<file path="src/rtl/reg_file_wb_if.sv">
// reg_file_wb_if: write-back, read and scoreboard
// signals of the ID/WB register file.
interface reg_file_wb_if #(
  parameter int W = 32
);
  logic         WE;
  logic [4:0]   WA;
  logic [W-1:0] WD;
  logic [4:0]   RA;
  logic [4:0]   RB;
  logic [W-1:0] DA;
  logic [W-1:0] DB;
  logic         ISS;
  logic [4:0]   IREG;
  logic         BUSYA;
  logic         BUSYB;
  logic [31:0]  BUSYV;

  modport master (
    output WE, WA, WD, RA, RB, ISS, IREG,
    input  DA, DB, BUSYA, BUSYB, BUSYV
  );

  modport slave (
    input  WE, WA, WD, RA, RB, ISS, IREG,
    output DA, DB, BUSYA, BUSYB, BUSYV
  );
endinterface

</file>
<file path="src/rtl/reg_file_wb.sv">
// reg_file_wb: 32x32 register file with write-through
// bypass reads and a per-register busy scoreboard.
module reg_file_wb #(
  parameter int NREG = 32,
  parameter int W    = 32
) (
  input logic          clk,
  input logic          reset,
  reg_file_wb_if.slave bus
);
  logic [W-1:0]    rf [NREG];
  logic [NREG-1:0] we_dec;
  logic [NREG-1:0] set_dec;
  logic [NREG-1:0] busy;
  logic            hit_a;
  logic            hit_b;

  // One-hot write and issue decodes; r0 never enabled
  always_comb begin
    we_dec  = '0;
    set_dec = '0;
    if (bus.WE) we_dec[bus.WA] = 1'b1;
    if (bus.ISS) set_dec[bus.IREG] = 1'b1;
    we_dec[0]  = 1'b0;
    set_dec[0] = 1'b0;
  end

  // Register storage; r0 stays at its reset value
  always_ff @(posedge clk or posedge reset) begin
    if (reset) begin
      for (int i = 0; i < NREG; i++) rf[i] <= '0;
    end else begin
      for (int i = 1; i < NREG; i++)
        if (we_dec[i]) rf[i] <= bus.WD;
    end
  end

  // Scoreboard: a new issue outranks the retiring write
  always_ff @(posedge clk or posedge reset) begin
    if (reset) busy <= '0;
    else       busy <= (busy & ~we_dec) | set_dec;
  end

  // Bypassed reads and busy masks
  always_comb begin
    hit_a = bus.WE && (bus.WA == bus.RA);
    hit_b = bus.WE && (bus.WA == bus.RB);
    if (reset || bus.RA == 5'd0) bus.DA = '0;
    else if (hit_a)              bus.DA = bus.WD;
    else                         bus.DA = rf[bus.RA];
    if (reset || bus.RB == 5'd0) bus.DB = '0;
    else if (hit_b)              bus.DB = bus.WD;
    else                         bus.DB = rf[bus.RB];
    bus.BUSYA = busy[bus.RA] && !hit_a;
    bus.BUSYB = busy[bus.RB] && !hit_b;
    bus.BUSYV = busy;
  end
endmodule

</file>
<file path="src/flat_wrapper.sv">
// flat-port wrapper written by rule: the top's interface ports become plain ports
module reg_file_wb_flat 
#(
  parameter int NREG = 32,
  parameter int W    = 32
)
  (clk, reset, bus_WE, bus_WA, bus_WD, bus_RA, bus_RB, bus_ISS, bus_IREG, bus_DA, bus_DB, bus_BUSYA, bus_BUSYB, bus_BUSYV);
  reg_file_wb_if #(.W(W)) bus_i ();
  input logic clk;
  input logic reset;
  input wire logic [$bits(bus_i.WE)-1:0] bus_WE;
  input wire logic [$bits(bus_i.WA)-1:0] bus_WA;
  input wire logic [$bits(bus_i.WD)-1:0] bus_WD;
  input wire logic [$bits(bus_i.RA)-1:0] bus_RA;
  input wire logic [$bits(bus_i.RB)-1:0] bus_RB;
  input wire logic [$bits(bus_i.ISS)-1:0] bus_ISS;
  input wire logic [$bits(bus_i.IREG)-1:0] bus_IREG;
  output wire logic [$bits(bus_i.DA)-1:0] bus_DA;
  output wire logic [$bits(bus_i.DB)-1:0] bus_DB;
  output wire logic [$bits(bus_i.BUSYA)-1:0] bus_BUSYA;
  output wire logic [$bits(bus_i.BUSYB)-1:0] bus_BUSYB;
  output wire logic [$bits(bus_i.BUSYV)-1:0] bus_BUSYV;
  assign bus_i.WE = bus_WE;
  assign bus_i.WA = bus_WA;
  assign bus_i.WD = bus_WD;
  assign bus_i.RA = bus_RA;
  assign bus_i.RB = bus_RB;
  assign bus_i.ISS = bus_ISS;
  assign bus_i.IREG = bus_IREG;
  assign bus_DA = bus_i.DA;
  assign bus_DB = bus_i.DB;
  assign bus_BUSYA = bus_i.BUSYA;
  assign bus_BUSYB = bus_i.BUSYB;
  assign bus_BUSYV = bus_i.BUSYV;
  reg_file_wb #(.NREG(NREG), .W(W)) u_core (.clk(clk), .reset(reset), .bus(bus_i));
endmodule
</file>
<file path="config.mk">
export PLATFORM = sky130hd
export DESIGN_NAME = reg_file_wb_flat
export DESIGN_NICKNAME = d
export VERILOG_FILES = /design/src/rtl/reg_file_wb_if.sv /design/src/rtl/reg_file_wb.sv /design/src/flat_wrapper.sv
export SDC_FILE = /design/constraint.sdc
export NUM_CORES = 2
export LEC_CHECK = 0
export CAP_MARGIN = 0
export CORE_MARGIN = 4
export CORE_UTILIZATION = 50
export DETAILED_ROUTE_END_ITERATION = 16
export PLACE_DENSITY_LB_ADDON = 0.05
export SETUP_SLACK_MARGIN = 0.2
export SLEW_MARGIN = 25
export SYNTH_ARGS = -nofsm -noshare
export SYNTH_HDL_FRONTEND = slang
export SYNTH_SLANG_ARGS = --single-unit
</file>
<file path="constraint.sdc">
create_clock -name clk -period 39.6 [get_ports clk]
set_input_delay 3.96 -clock clk [delete_from_list [all_inputs] [get_ports clk]]
set_output_delay 3.96 -clock clk [all_outputs]
set_load 0.05 [all_outputs]
</file>
# Word-level counts from Yosys, hierarchy flattened
# Cells that the tools add are included.
# classes
mux,20
eq_ne,2
bitwise_logic,5
magnitude_cmp,8
reduce_logical,12
# op_table
op,count
binary-select mux 32 bit (select 5 bit),2
2-to-1 mux 32 bit,10
AND 32 bit,1
inverter 32 bit,1
bitwise OR 32 bit,1
less-than comparator 5 x 6 -> 1 bit (second input constant),4
>= comparator 6 bit (second input constant),2
inverter 5 -> 6 bit,2
binary-select mux 1 bit (select 5 bit),2
demux 1 bit (select 5 bit),2
equality test 5 bit,2
>= comparator 5 x 1 -> 1 bit (second input constant),2
zero test 5 bit,2
logical AND 1 bit,6
2-to-1 mux 1 bit,4
zero test 1 bit,2
logical OR 1 bit,2
# totals
output_inout_bits,98
regBits,1024
input_bits,56
elab_cells,79

# Depth between registers and ports, before layout
# logic_depth
ltp_word,8
depth_mapped,9
ltp_nobuf,5

# Least setup slack after synthesis
# No wires, ideal clock.
# synth_path
path_kind,input-to-output
startpoint,input port reset
endpoint,output port bus_DB[0]
arrival_time_ns,30.376
path_stages,3
setup_slack_ns,5.264
path_cell_list,inv_1 > nand3_1 > o221ai_1
# synth_between
elab_chain_len,2
# synth_lines
item,line_no,rtl
from (decl),flat_wrapper.sv:10,input logic reset;
logical OR 1 bit,reg_file_wb.sv:51,if (reset || bus.RB == 5'd0) bus.DB = '0;
2-to-1 mux 32 bit,reg_file_wb.sv:51,
to (decl),flat_wrapper.sv:19,output wire logic [$bits(bus_i.DB)-1:0] bus_DB;
# Every way passes these cells.

# Worst setup path after layout
# layout_path
startpoint,input port bus_RB[3]
endpoint,output port bus_DB[16]
# layout_between
elab_chain_len,6
word_cells_on_any_way,10
classes_between,eq/ne (1); mux (5); bitwise (1); reduce/logical (3)
# layout_lines
item,line_no,rtl
from (decl),flat_wrapper.sv:15,input wire logic [$bits(bus_i.RB)-1:0] bus_RB;
inverter 5 -> 6 bit (not written as such),reg_file_wb.sv:53,else bus.DB = rf[bus.RB];
binary-select mux 32 bit (select 5 bit),reg_file_wb.sv:53,
2-to-1 mux 32 bit (not written as such) (2 in series),reg_file_wb.sv:53,
2-to-1 mux 32 bit,reg_file_wb.sv:52,else if (hit_b) bus.DB = bus.WD;
2-to-1 mux 32 bit (*),reg_file_wb.sv:51,
# Mark *: on every way between the ends. The rest lies on a longest branch, timed or not. The select of a mux whose other input is x is not followed.

==> impl_metrics.yaml <==
critical_path:
  worstSetupEndpointType: "output port"
  worst-setup-path-type: "in -> out"
  cp-start-kind: "input pin"
  critical-path-slowest-cell: "o221ai_1"
  cp_max_fo: 24
  critPathArrivalTime_ns: 8.63
  cp_cell_sequence: "clkdlybuf4s50_1 -> buf_4 -> xor2_1 -> nor4_4 -> nand3_1 -> nand3_4 -> o221ai_1 -> clkdlybuf4s50_1"
  cpMostUsedCell: "clkdlybuf4s50_1"
  cpPeakStageDelay_ns: 1.10
  critPathRequiredTime_ns: 35.64
  cp.buffers_inverters: 3
  path_delay_family: "buffers and inverters"
floorplan:
  fp-row-count: 121
  die_h_um: 341
  die_w_um: 341
  start_util_pct: 50.6
  dieArea_um2: 116000
  io_pins: 154
  core_area_um2: 109000
worst_hold_path:
  min_path_type: "reg -> reg"
job:
  maxCapViolCount: 0
sta:
  slew_violations: 0
  fin_tns_setup_ns: 0
  rsz0062_at_grt: "false"
  tightest_slew_ns: 1.10
  fin_crit_ns: 12.59
  finClkSkew_ns: 0
  setup_viol: 0
  post-route-period-util_pct: 31.8
  timing.slew.headroom_pct: 26.6
  hold_viol: 0
  fmax_mhz: 79.4
run_status:
  run_status: "complete, no violations"
synth:
  synthAdderAreaFrac_pct: 0
  synth_xor_area_share_pct: 0.158
  syn_inst: 4417
  synthTopCellsByCount: "1023 x dfrtp_1, 685 x mux2_2, 505 x nand2_1, 430 x o21ai_0, 375 x mux4_2"
  synth_edf_count: 0
  yosysWarnings: 32
  synthMuxAreaShare_pct: 33.4
  synth_compound_area_share_pct: 9.61
  synth.most_common_cell: "dfrtp_1"
  synth-simple-area-share_pct: 5.98
  syn-cell-area_um2: 55300
  dominantRegCellSynth: "dfrtp_1"
  yosysUniqueCellTypes: 71
  synth_top_family_by_area: "multiplexers"
  yosys-top-cells-area: "dfrtp_1 46%, mux4_2 15%, mux2_2 14%, o21ai_0 3.9%, mux2i_1 3.8%"
  synth-seq-area-share_pct: 46.3
  async_flop_share_pct: 100
  yosys.area.top_type: "dfrtp_1"
  ys_ff_latch: 1023
  syn-num-nets: 4473
  syn_avg_cell_area_um2: 12.5
  yosysTopAreaCellShare_pct: 46.3
placement:
  dp_hpwl_um: 111000
  numPortBuffers: 152
  gp_congestion: 0.838
detailed_routing:
  totalWireLength_um: 195000
  drt_first_pass_iters: 5
  drc: 0
  via_per_inst: 6.73
  first_iter_violations: 3693
  drt-wirelength-per-cell_um: 33.0
  final_antenna_net_count: 0
  routed-via-count: 39898
cells_and_area:
  drive_gt1_share_pct: 32.0
  regArea_um2: 25600
  multi_input_area_um2: 27400
  nets: 4411
  area_growth_pct: 10.8
  nFillCells: 9268
cts:
  cts_buffers: 116
  cts_tree: "done"
  path_clk_slew_ns: 0.06
  root_buffer: "clkbuf_16"
  worstSkewPairLatency_ns: 0.70
  htree_levels: 3
  cts.sinks: 1023
  cts_resized: 0
  cts_buffer_depth: 3
  postCtsHoldBufs: 0
  post_cts_buffers: 0
pwr:
  power.density_nw_per_um2: 51.8
  peakVddDrop_mv: 0.0411
  power_leakage_nw: 26.2
  power.total_mw: 3.17
global_routing:
  globalRoute.totalOverflow: 0
  grt_max_degree: 172
  groute.usage.overall_pct: 33.5
  grt_pass1_wl_um: 285000
  grt_pass1_vias: 39835
  antenna_found_initial: 10
[cell usage in the layout, fill, tap and decap left out, drive strengths merged, types with 9 or more instances in the layout]
master         Yosys  routed
nor3              27      27
clkbuf           224     165
or3               12      12
clkdlybuf4s50      0     144
and3               9       9
nand3b            10      10
nand3             46      46
o22ai             72      72
a211oi            15      15
a22o              37      37
mux2             700     700
mux2i            212     212
nor3b              9       9
a22oi             46      46
inv               34      39
o311ai            26      26
nand2            507     507
o22a              13      13
o31ai             14      14
o221ai            66      66
dfrtp           1023    1023
nor4              16      16
a31oi             17      17
clkinv             0      25
nor2             115     115
a21oi             55      55
a221oi            33      33
o21ai            431     431
mux4             376     376
buf              217     117
[flip-flops by register name (all words and copies together), names as in the netlist]
| name | cells |
|---|---|
| u_core.bus.BUSYV | 31 |
| u_core.rf | 992 |
[final timing paths]
| path | startpoint | depth (start not counted) | slack, ns | to |
|---|---|---|---|---|
| hold reg to reg | u_core.rf[416] | 2 | 0.49 | u_core.rf[416] |
| setup / recovery | bus_RB[3] | 8 | 27.01 | bus_DB[16] |
| min in group asynchronous | reset | 2 | 4.10 | u_core.rf[501] |
| hold / removal | u_core.rf[416] | 2 | 0.49 | u_core.rf[416] |
| max in group asynchronous | reset | 6 | 32.46 | u_core.rf[194] |
| setup reg to reg | u_core.rf[172] | 1 | 38.79 | u_core.rf[172] |
[layout make-up]
type	count	share of cell area (%)
antenna	8	0.0327
clock buffer	165	5.45
clock inverter	41	0.650
inverter	34	0.225
multi-input combinational	2919	44.8
sequential	1023	41.8
tap	1476	3.02
timing repair buffer	261	4.07
[where the power goes]
part           leakage (nW)  switching (mW)  internal, mW  total [mW]
logic                  11.3           0.340         0.355       0.695
clock network          1.84           0.452         0.621        1.07
registers              13.1           0.154          1.25        1.40
[cell families (layout without fill, tap and decap cells)]
logic type / after synthesis / count (layout)
muxes: 1288 / 1288
xor gates and xnor gates: 10 / 10
other: 1 / 9
AOI/OAI and AO/OA: 847 / 847
DFF: 1023 / 1023
buffers and inverters: 475 / 501
and+or+nand+nor: 773 / 773
[routing by layer]
metal | vias to the layer above | wire length [um] | track usage, %
met1 | 21170 | 82100 | 47.4
met4 | 4 | 9100 | 13.1
li1 | 16492 | - | -
met5 | - | 29 | 0
met2 | 1783 | 88600 | 51.7
met3 | 449 | 15500 | 6.37
[metrics by stage]
stage                     instances  utilization [%]  worst slack, ns  area, um2  hold slack (ns)
after global routing           5923             56.0            26.96      61200            0.520
after CTS                      5917             56.0            27.12      61200            0.499
final                          5927             56.0            27.01      61300            0.493
after floorplan                4417                -             5.26      55300            0.460
after detailed placement       5711             52.5            27.11      57400            0.485
after global placement         5711             52.5            26.60      57400            0.474
Power figures use the tool's default switching activity.
